--- src/rtl/riscv_pkg.sv ---
// riscv_pkg: shared types and constants for the RISC-V memory arbiter slice.
//   arb_state_e    - arbiter FSM states (IDLE, IBUS, DBUS, IDISCARD)
//   BUS_*          - bus completion codes (ok, error, timeout)
//   TIMER_W        - wait counter width, wide enough for TIMEOUT up to 1023
//   bus_code()     - classifies a bus cycle outcome into a completion code
package riscv_pkg;

  typedef enum logic [1:0] {
    IDLE     = 2'd0,
    IBUS     = 2'd1,
    DBUS     = 2'd2,
    IDISCARD = 2'd3
  } arb_state_e;

  localparam logic [1:0] BUS_OK      = 2'b00;
  localparam logic [1:0] BUS_ERR     = 2'b01;
  localparam logic [1:0] BUS_TIMEOUT = 2'b10;

  localparam int TIMER_W = 10;

  // An error completion wins over a plain ack (both asserted counts as an
  // error); a timeout only applies when the slave gave no completion at all.
  function automatic logic [1:0] bus_code(input logic ack, input logic err,
                                          input logic expired);
    logic [1:0] code;
    if (err) begin
      code = BUS_ERR;
    end else if (ack) begin
      code = BUS_OK;
    end else if (expired) begin
      code = BUS_TIMEOUT;
    end else begin
      code = BUS_OK;
    end
    return code;
  endfunction

endpackage

--- src/rtl/riscv_mem_arb_timer.sv ---
// riscv_mem_arb_timer: bus wait counter for the memory arbiter.
//   clk, rstn - clock, asynchronous active-low reset
//   clr       - clears the counter (asserted on every grant)
//   busy      - a bus transaction is outstanding this cycle
//   expired   - this busy cycle is the TIMEOUT-th one since the grant
module riscv_mem_arb_timer
  import riscv_pkg::*;
#(
  parameter int TIMEOUT = 255
) (
  input  logic clk,
  input  logic rstn,
  input  logic clr,
  input  logic busy,
  output logic expired
);

  localparam logic [TIMER_W-1:0] LAST = TIMER_W'(TIMEOUT - 1);

  logic [TIMER_W-1:0] cnt_r;

  // Wait counter: cleared at grant, counts every busy cycle.
  always_ff @(posedge clk or negedge rstn) begin
    if (!rstn) begin
      cnt_r <= '0;
    end else if (clr) begin
      cnt_r <= '0;
    end else if (busy) begin
      cnt_r <= cnt_r + 10'd1;
    end else begin
      cnt_r <= cnt_r;
    end
  end

  // cnt_r holds the number of busy cycles already completed, so the current
  // busy cycle is the TIMEOUT-th one when cnt_r equals TIMEOUT-1.
  assign expired = busy && (cnt_r == LAST);

endmodule

--- src/rtl/riscv_mem_arb.sv ---
// riscv_mem_arb: arbitrates an instruction-fetch port and a data port onto a
// single bus with one outstanding transaction.
//   clk, rstn                       - clock, asynchronous active-low reset
//   i_req/i_adr/i_flush             - fetch request, address, flush
//   i_gnt/i_rvalid/i_rdata/i_radr/i_err - fetch grant and response
//   d_req/d_we/d_be/d_adr/d_wdata   - data request
//   d_gnt/d_rvalid/d_err/d_rdata    - data grant and response
//   m_req/m_we/m_be/m_adr/m_wdata   - registered bus request
//   m_ack/m_err/m_rdata             - bus completion
// Data normally wins, but after MAX_DSTREAK consecutive data grants with a
// fetch waiting, the fetch is served next.
module riscv_mem_arb
  import riscv_pkg::*;
#(
  parameter int XLEN        = 32,
  parameter int TIMEOUT     = 255,
  parameter int MAX_DSTREAK = 2
) (
  input  logic              clk,
  input  logic              rstn,
  input  logic              i_req,
  input  logic [XLEN-1:0]   i_adr,
  input  logic              i_flush,
  output logic              i_gnt,
  output logic              i_rvalid,
  output logic [XLEN-1:0]   i_rdata,
  output logic [XLEN-1:0]   i_radr,
  output logic              i_err,
  input  logic              d_req,
  input  logic              d_we,
  input  logic [XLEN/8-1:0] d_be,
  input  logic [XLEN-1:0]   d_adr,
  input  logic [XLEN-1:0]   d_wdata,
  output logic              d_gnt,
  output logic              d_rvalid,
  output logic              d_err,
  output logic [XLEN-1:0]   d_rdata,
  output logic              m_req,
  output logic              m_we,
  output logic [XLEN/8-1:0] m_be,
  output logic [XLEN-1:0]   m_adr,
  output logic [XLEN-1:0]   m_wdata,
  input  logic              m_ack,
  input  logic              m_err,
  input  logic [XLEN-1:0]   m_rdata
);

  localparam int SW = (MAX_DSTREAK < 1) ? 1 : $clog2(MAX_DSTREAK + 1);
  localparam logic [SW-1:0] STREAK_MAX = SW'(MAX_DSTREAK);

  arb_state_e         state_r, state_s;
  logic [SW-1:0]      dstreak_r;
  logic               m_req_r, m_we_r;
  logic [XLEN/8-1:0]  m_be_r;
  logic [XLEN-1:0]    m_adr_r, m_wdata_r;
  logic               busy_s, done_s, expired_s, grant_s;
  logic [1:0]         code_s;
  logic [XLEN-1:0]    rsp_data_s;

  assign busy_s     = (state_r != IDLE);
  assign done_s     = m_ack | m_err | expired_s;
  assign code_s     = bus_code(m_ack, m_err, expired_s);
  // A timed-out transaction never saw slave data, so return zero.
  assign rsp_data_s = (code_s == BUS_TIMEOUT) ? '0 : m_rdata;
  assign grant_s    = d_gnt | i_gnt;

  assign m_req   = m_req_r;
  assign m_we    = m_we_r;
  assign m_be    = m_be_r;
  assign m_adr   = m_adr_r;
  assign m_wdata = m_wdata_r;

  riscv_mem_arb_timer #(
    .TIMEOUT (TIMEOUT)
  ) u_timer (
    .clk     (clk),
    .rstn    (rstn),
    .clr     (grant_s),
    .busy    (busy_s),
    .expired (expired_s)
  );

  // FSM state register.
  always_ff @(posedge clk or negedge rstn) begin
    if (!rstn) begin
      state_r <= IDLE;
    end else begin
      state_r <= state_s;
    end
  end

  // Next state, combinational grants and same-cycle responses. Grants are
  // gated by rstn so that nothing is accepted while reset is held.
  always_comb begin
    state_s  = state_r;
    d_gnt    = 1'b0;
    i_gnt    = 1'b0;
    d_rvalid = 1'b0;
    d_err    = 1'b0;
    d_rdata  = '0;
    i_rvalid = 1'b0;
    i_err    = 1'b0;
    i_rdata  = '0;
    i_radr   = '0;
    case (state_r)
      IDLE: begin
        if (rstn && d_req && ((dstreak_r < STREAK_MAX) || !i_req)) begin
          d_gnt   = 1'b1;
          state_s = DBUS;
        end else if (rstn && i_req && !i_flush) begin
          i_gnt   = 1'b1;
          state_s = IBUS;
        end else begin
          state_s = IDLE;
        end
      end
      DBUS: begin
        if (done_s) begin
          d_rvalid = 1'b1;
          d_err    = (code_s != BUS_OK);
          d_rdata  = rsp_data_s;
          state_s  = IDLE;
        end else begin
          state_s  = DBUS;
        end
      end
      IBUS: begin
        if (done_s) begin
          // A flush in the completion cycle swallows the response.
          if (!i_flush) begin
            i_rvalid = 1'b1;
            i_err    = (code_s != BUS_OK);
            i_rdata  = rsp_data_s;
            i_radr   = m_adr_r;
          end else begin
            i_rvalid = 1'b0;
          end
          state_s = IDLE;
        end else if (i_flush) begin
          state_s = IDISCARD;
        end else begin
          state_s = IBUS;
        end
      end
      IDISCARD: begin
        if (done_s) begin
          state_s = IDLE;
        end else begin
          state_s = IDISCARD;
        end
      end
      default: begin
        state_s = IDLE;
      end
    endcase
  end

  // Bus request registers: loaded at grant, held until completion/timeout.
  always_ff @(posedge clk or negedge rstn) begin
    if (!rstn) begin
      m_req_r   <= 1'b0;
      m_we_r    <= 1'b0;
      m_be_r    <= '0;
      m_adr_r   <= '0;
      m_wdata_r <= '0;
    end else if (d_gnt) begin
      m_req_r   <= 1'b1;
      m_we_r    <= d_we;
      m_be_r    <= d_be;
      m_adr_r   <= d_adr;
      m_wdata_r <= d_wdata;
    end else if (i_gnt) begin
      m_req_r   <= 1'b1;
      m_we_r    <= 1'b0;
      m_be_r    <= '1;
      m_adr_r   <= i_adr;
      m_wdata_r <= '0;
    end else if (busy_s && done_s) begin
      m_req_r   <= 1'b0;
    end else begin
      m_req_r   <= m_req_r;
    end
  end

  // Data streak: counts data grants that bypassed a waiting fetch.
  always_ff @(posedge clk or negedge rstn) begin
    if (!rstn) begin
      dstreak_r <= '0;
    end else if (!i_req || i_gnt) begin
      dstreak_r <= '0;
    end else if (d_gnt && (dstreak_r < STREAK_MAX)) begin
      dstreak_r <= dstreak_r + 1'b1;
    end else begin
      dstreak_r <= dstreak_r;
    end
  end

endmodule

--- config.mk ---
export PLATFORM = sky130hd
export DESIGN_NAME = riscv_mem_arb
export DESIGN_NICKNAME = d
export VERILOG_FILES = /design/src/rtl/riscv_pkg.sv /design/src/rtl/riscv_mem_arb_timer.sv /design/src/rtl/riscv_mem_arb.sv
export SDC_FILE = /design/constraint.sdc
export NUM_CORES = 1
export LEC_CHECK = 0
export BUFFER_PORTS_ARGS = -buffer_cell sky130_fd_sc_hd__buf_2
export CORE_ASPECT_RATIO = 0.6
export CORE_MARGIN = 2
export CORE_UTILIZATION = 25
export DETAILED_ROUTE_END_ITERATION = 10
export PLACE_DENSITY_LB_ADDON = 0.2
export SLEW_MARGIN = 25
export SYNTH_ARGS = -nofsm -noshare
export SYNTH_HDL_FRONTEND = slang
export SYNTH_SLANG_ARGS = --single-unit
--- constraint.sdc ---
create_clock -name clk -period 1.7 [get_ports clk]
set_clock_uncertainty 0.2 [all_clocks]
set_input_delay 0.17 -clock clk [delete_from_list [all_inputs] [get_ports clk]]
set_output_delay 0.17 -clock clk [all_outputs]
set_load 0.005 [all_outputs]
* After elaboration in Yosys (flattened, before gate mapping) *
Cells that the tools add are included.

cells by class
  add/subtract/negate cells = 2
  $lt $le $gt $ge = 1
  equality and inequality tests = 5
  multiplexer cells = 49
  bitwise operators = 3
  reduce and logical (&&, ||, !) cells = 18

operators by type and width
  operator               number
  $mux 32                13
  $mux 1                 21
  $mux 10                2
  $mux 2                 10
  $add 10x1->10 const B  1
  $eq 10x8->1 const B    1
  $reduce_bool 2->1      5
  $mux 4                 2
  $pmux 2 s4             1
  $logic_and 1x1->1      7
  $eq 2x2->1 const B     3
  $or 1x1->1             3
  $reduce_bool 3->1      1
  $add 2x1->2 const B    1
  $eq 2x1->1 const B     1
  $logic_not 1->1        2
  $logic_not 2->1        1
  $logic_or 1x1->1       2
  $lt 2x2->1 const B     1

word-level totals
  register bits after elaboration = 84
  input bits = 140
  output and inout port bits = 172

* Depth between registers and ports, before layout *
Gate-level depths: netlist (run 1).

  word-level depth = 10
  depth in mapped cells = 8

* Hierarchy *
A second synthesis (run 1) with hierarchy kept.

second synthesis, totals
  cells, all modules = 493
  area total of the unflattened synthesis = 4220.3 µm²

by module, submodules not included
  module               times used  cells an instance  area an instance (µm²)
  riscv_mem_arb        1           440                3694.8
  riscv_mem_arb_timer  1           53                 525.5

* Worst setup path before layout (run 1) *
OpenSTA, ideal clock, no wires.

  path kind = reg-to-output
  from = reg state_r[0]
  to = out i_radr[22]
  arrival = 1369 ps
  data required time = 1330 ps
  setup slack = -39 ps
  stages on the path, launching flop included = 7
  buffers on the path = 2
  cell sequence = dfrtp_1 -> buf_6 -> o2111a_1 -> nand4_4 -> a21oi_4 -> buf_6 -> and2_1

on the way
  longest elaborated chain between the ends = 5
  elaborated cells between the ends (all ways) = 6
  those cells by class = 1 x eq/ne; 2 x mux; 1 x bitwise; 2 x reduce/logical

ends and longest elaborated chain
  what                    line                       source
  from (decl)             riscv_mem_arb.sv:51        arb_state_e state_r, state_s;
  from (signal assigned)  riscv_mem_arb.sv:88        state_r <= state_s;
  $reduce_bool 2->1       riscv_mem_arb.sv:60        assign busy_s = (state_r != IDLE);
  $logic_and 1x1->1       riscv_mem_arb_timer.sv:37  assign expired = busy && (cnt_r == LAST);
  $or 1x1->1              riscv_mem_arb.sv:61        assign done_s = m_ack | m_err | expired_s;
  $mux 32                 riscv_mem_arb.sv:128       if (done_s) begin
  $mux 32 (*)             riscv_mem_arb.sv:105       case (state_r)
  to (decl)               riscv_mem_arb.sv:27        output logic [XLEN-1:0] i_radr,

Every way passes the cells marked *; elsewhere a longest branch is shown, timed or not.

* Worst setup path in the final report (run 1) *
  from = reg state_r[0]
  to = out i_radr[29]

Same word-level chain as after synthesis.

==> flow_summary.ini, run 1 <==
[run_status]
status = complete, but fails checks
violations = negative setup slack

[worst_hold_path]
whs_endpoint = state_r[1]
hold_depth = 5
worstHoldStart = m_err
hp-class = input pin to flip-flop

[timing]
setup_viol = 184
worst_pin_slew_ns = 0.788
layout_min_cycle_time_ns = 2.14
period_share_pct = 126
relSlewSlack_pct = 47.5
max_freq_mhz = 468
setup_ws_ns = -0.438
rsz0062_at_grt = true
finalHoldViolCount = 0
drv_slew = 0

[clocking]
tritoncts = yes
cts-root-buf = clkbuf_16
cts_buffers = 9
clock-sinks = 84
clk_pin_slew_worst_paths_ns = 0.06
insertion_delay_ns = 0.33
clk_path_buf_depth = 2
cts_htree_levels = 3

[placement]
dpl.cell_count = 1003
gp_congestion = 0.762
place_hpwl_um = 11400
portBuffers = 311

[setup_path]
worst-r2r-cell-count = 6
cp_data_arrival_time_ns = 1.77
worstSetupEndpointType = output pin
critPathKind = flip-flop to output pin
critPathLaunchType = flip-flop
critPathRequiredTime_ns = 1.33
cp_max_fo = 33
timing.rr.start = state_r[0]
r2r-end = m_adr[20]
r2r_setup_slack_ns = -0.33

[grt]
grt_pass1_vias = 4846
antenna_found_initial = 0
track_usage_pct = 18.1
grt-ovfl-total = 0
grt_first_pass_wirelength_um = 26500
grt_max_degree = 61

[logic_synthesis]
ys_seq_area_share_pct = 48.8
syn_nets = 594
synth_cell_types = 40
syn_area_um2 = 4310
syn_area_per_cell_um2 = 9.53
yosysWarnings = 0
synth_cells = 452
synth-seq-cells = 84

[layout]
final_cells = 1148
drive_above_1_share_pct = 46.1
final_common_cell = buf_2
syn_to_final_growth_pct = 91.6
layout_common_cells = buf_2, dlygate4sd3_1, and2_1
fin_nets = 1050

[power]
power.leakage_uw = 0.00437
power_density_nw_per_um2 = 809
ir_worst_vdd_mv = 0.499
power_uw = 6670

[drt]
wire_per_inst_um = 15.5
drt_iter0_markers = 244
drc = 0
wl_um = 17800
via_per_inst = 4.36
ant_nets = 0
vias = 5003
drt_first_pass_iters = 4

[die]
fp.dieH_um = 106
start_util_pct = 25.3
pin_count = 312
fp.dieW_um = 173
row_count = 37
core_um2 = 17000
dieArea_um2 = 18300

[flow_run]
cap_viol_max_count = 0
## power by group
| group | switching (uW) | internal (uW) | total, uW | leakage (uW) |
|---|---|---|---|---|
| combinational | 823 | 1040 | 1860 | 0.00319 |
| clock | 846 | 1340 | 2190 | 0.000160 |
| sequential | 264 | 2360 | 2620 | 0.00103 |
| total | 1930 | 4740 | 6670 | 0.00437 |
## synthesized netlist by cell type (all sizes together)
library cell  count  area (um2)
o2111ai           1        8.76
nand2b            1        6.26
or4               1        11.3
or2               1        6.26
a21o              1        15.0
a31o              1        8.76
a211oi            1        7.51
buf              26         209
o31ai             1        7.51
and2             96         601
nand4             4        40.0
o21ai             3        15.0
nor3              1        5.00
nor2b             1        6.26
clkinv            1        5.00
and3              1        6.26
xor2              5        43.8
xnor2             4        35.0
inv               2        7.51
nand4bb           1        11.3
ha                2        25.0
a21oi            67         347
nand2            40         158
clkbuf            7        26.3
nor2             55         209
a41oi             1        8.76
nor4              2        18.8
o2111a            1        11.3
o22a              4        35.0
nand3             2        10.0
o21ba             1        10.0
dfrtp            84        2100
a22o             33         289
## how the worst max path moves through the flow
stage,cells after the start,slack (ns),start,end
finish,6,-0.44,state_r[0],i_radr[29]
global route,6,-0.53,state_r[0],i_radr[25]
CTS,6,-0.44,state_r[0],i_radr[1]
detailed placement,6,-0.16,state_r[0],i_radr[1]
global placement,6,-0.12,state_r[0],i_radr[19]
floorplan,7,-0.01,state_r[1],m_wdata[4]
## state kept, by name (all words and copies together) (netlist names)
signal	count
m_adr	32
m_wdata	32
u_timer.cnt_r	10
m_be	4
dstreak_r	2
state_r	2
m_req	1
m_we	1
## area by class of cell
type / instances / area [um2]
multi-input cells: 333 / 2100
well taps: 234 / 293
clock inverters: 6 / 93.8
flip-flops and latches: 84 / 2100
repair buffers: 477 / 3400
inverters: 3 / 12.5
diodes: 1 / 2.50
clock buffers: 10 / 239
fillers: 1612 / 8740
## routing by layer
metal	up-vias	GRT usage, %	wire, um
li1	2439	-	-
met1	2371	26.2	8890
met2	182	27.8	7770
met3	11	4.33	1020
met4	0	3.03	118
met5	-	0	0
## worst max-delay path, stage by stage, from the launching register on
cell and delay [ns]:
dfrtp_2 0.41, o2111a_2 0.27, nand4_4 0.13, a21oi_4 0.16, buf_12 0.19, and2_1 0.15, buf_2 0.12
## per-stage QoR
step / worst slack (ns) / hold WS, ns / setup TNS [ns] / instance area, um2 / utilization (%)
finish: -0.438 / 0.0903 / -52.40 / 8250 / 48.5
global route: -0.532 / 0.0944 / -65.54 / 8250 / 48.5
CTS: -0.437 / 0.0651 / -51.51 / 8040 / 47.3
detailed placement: -0.160 / 0.0329 / -12.86 / 6290 / 37.0
global placement: -0.115 / 0.0334 / -9.33 / 6290 / 37.0
floorplan: -0.0116 / -0.326 / -0.533 / 4320 / -
## cells by family after synthesis
group	Yosys count	synth area share, %
fa+ha+maj	2	0.581
compound gates	115	17.7
xor+xnor	9	1.83
simple gates	206	25.3
flops	84	48.8
buf+inv	36	5.75
## what timing repair did
action,CTS,global route
setup buffers,7,5
cloned,6,6
resized for setup,39,22
endpoints found under the setup margin,180,186
hold endpoints to repair,155,0
hold buffers,104,0
pin swaps,22,24
(Power assumes the default switching activity.)
==> inputs of run 2 (changes only) <==
--- a/config.mk
+++ b/config.mk
@@ -15,3 +15,4 @@
 export SYNTH_ARGS = -nofsm -noshare
 export SYNTH_HDL_FRONTEND = slang
 export SYNTH_SLANG_ARGS = --single-unit
+export TNS_END_PERCENT = 50
==> run 2 against run 1 <==
Routed wire length is 4.1% lower. Maximum frequency grew 0.87%. Count of clock-buffer cells in the layout shrank 1. Sequential share of layout area increased by 0.74 points. Global-route usage fell by 0.28 points. Sequential power is essentially flat. Clock power decreased by 8%. Combinational power down 6%. Critical path type unchanged. The run still ends with negative setup slack left. Non-clock buffer count decreased by 8. Critical path depth did not move. Highest routed layer unchanged. Worst hold slack got worse by 0.033 ns.
==> flow_summary.ini, run 2 (synthesis results as in run 1) <==
[placement]
dpl.cell_count = 1004
portBuffers = 311
place_ws_ns = -0.155
gp_congestion = 0.792
place_hpwl_um = 11600
place_area_um2 = 6330

[die]
pin_count = 312
dieArea_um2 = 18300
fp.dieH_um = 106
fp.dieW_um = 173
start_util_pct = 25.3
core_um2 = 17000
row_count = 37

[grt]
antenna_found_initial = 0
grt-ovfl-total = 0
track_usage_pct = 17.8
grt_first_pass_wirelength_um = 26100
grt_max_degree = 85
grt_pass1_vias = 4784

[drt]
ant_nets = 0
wl_um = 17100
vias = 4903
drc = 0
drt_first_pass_iters = 4
via_per_inst = 4.31
wire_per_inst_um = 15.0
drt_iter0_markers = 246

[clocking]
cts_buffers = 9
clk_path_buf_depth = 2
insertion_delay_ns = 0.33
clock-sinks = 84
cts_htree_levels = 3
clk_pin_slew_worst_paths_ns = 0.06
cts-root-buf = clkbuf_16
tritoncts = yes

[setup_path]
cp_max_fo = 28
path_delay_family = compound AO/OA/AOI/OAI gates
worstSetupEndpointType = output pin
worst-r2r-cell-count = 6
critPathKind = flip-flop to output pin
cpPeakStageDelay_ns = 0.39
critPathSlowestCell = dfrtp_2
critPathLaunchType = flip-flop
cp_cell_sequence = o2111a_2 -> nand4_4 -> a21oi_4 -> buf_12 -> and2_1 -> buf_2
cp_data_arrival_time_ns = 1.75
worst-path-buf-inv = 2
critPathRequiredTime_ns = 1.33
worstSetupPathDepth = 6

[timing]
setup_ws_ns = -0.420
max_freq_mhz = 472
drv_slew = 0
layout_min_cycle_time_ns = 2.12
rsz0062_at_grt = true
relSlewSlack_pct = 68.0
worst_pin_slew_ns = 0.481
period_share_pct = 125
finalHoldViolCount = 0
setup_viol = 184
tns_ns = -47.01

[layout]
layout_common_cells = buf_2, dlygate4sd3_1, and2_1
n_antenna_cell = 0
n_fill_cell = 1637
final_cells = 1138
syn_to_final_growth_pct = 86.1
design_area_um2 = 8010
multi_input_area_um2 = 2060
fin_nets = 1041
seq_area_um2 = 2100
final_common_cell = buf_2
drive_above_1_share_pct = 45.4

[power]
ir_worst_vdd_mv = 0.361
power_density_nw_per_um2 = 796
power.leakage_uw = 0.00426
power_uw = 6380

[run_status]
status = complete, but fails checks
violations = negative setup slack

[worst_hold_path]
hp-class = input pin to async pin

[flow_run]
cap_viol_max_count = 0
[run 2: changes by cell type in the layout (fill, tap and decap cells not counted), moves of 2 or more]
cell / change
buf_2: -6
clkbuf_16: -5
and2_4: +6
buf_6: +9
nor2_1: +2
a21oi_2: -6
buf_12: -2
a21oi_1: +6
and2_1: -6
[run 2: worst paths after layout]
kind	startpoint	endpoint	slack [ns]
worst max-delay path	state_r[0]	i_radr[18]	-0.42
worst min-delay path	rstn	state_r[0]	0.06
worst max register to register	state_r[0]	m_adr[29]	-0.17
worst min register to register	m_wdata[2]	m_wdata[2]	0.29
max in group asynchronous	rstn	m_adr[15]	0.52
min in group clk	m_err	state_r[1]	0.13
[run 2: area by class of cell]
| type | instances | area share [%] |
|---|---|---|
| inverters | 3 | 0.297 |
| clock inverters | 7 | 0.984 |
| clock buffers | 9 | 2.81 |
| flip-flops and latches | 84 | 26.3 |
| multi-input cells | 332 | 25.7 |
| well taps | 234 | 3.65 |
| repair buffers | 469 | 40.3 |
[run 2: through the flow]
step	hold WS (ns)	util, %
after floorplan	-0.326	-
after global placement	-0.222	37.3
after detailed placement	-0.223	37.3
after CTS	0.0177	46.1
after global routing	0.0493	47.2
final	0.0569	47.2
[run 2: what timing repair did]
item                                    in CTS  in global routing
buffers inserted                             8                  2
gates cloned                                 1                  3
resized for setup                           16                 38
hold endpoints to repair                   155                  0
pin swaps                                    4                 12
endpoints found under the setup margin     176                186
hold buffers                               104                  0
[run 2: power breakdown]
group / switching, uW / internal [uW]
combinational: 785 / 966
sequential: 253 / 2360
clock: 861 / 1160
[run 2: metal layers]
layer  part of all wire (%)  vias to the layer above  wire length [um]  track usage (%)
li1                       -                     2421                 -                -
met1                     49                     2306              8330             25.7
met2                     45                      162              7630             27.4
met3                    5.4                       14               924             4.00
met4                    1.0                        0               171             3.69
met5                      0                        -                 0                0
[run 2: worst register-to-register path, stage by stage (launching register included)]
cell and delay (ns):
dfrtp_2 0.43, buf_4 0.15, or4_4 0.52, buf_8 0.17, buf_12 0.16, nand2_1 0.08, a21oi_1 0.06
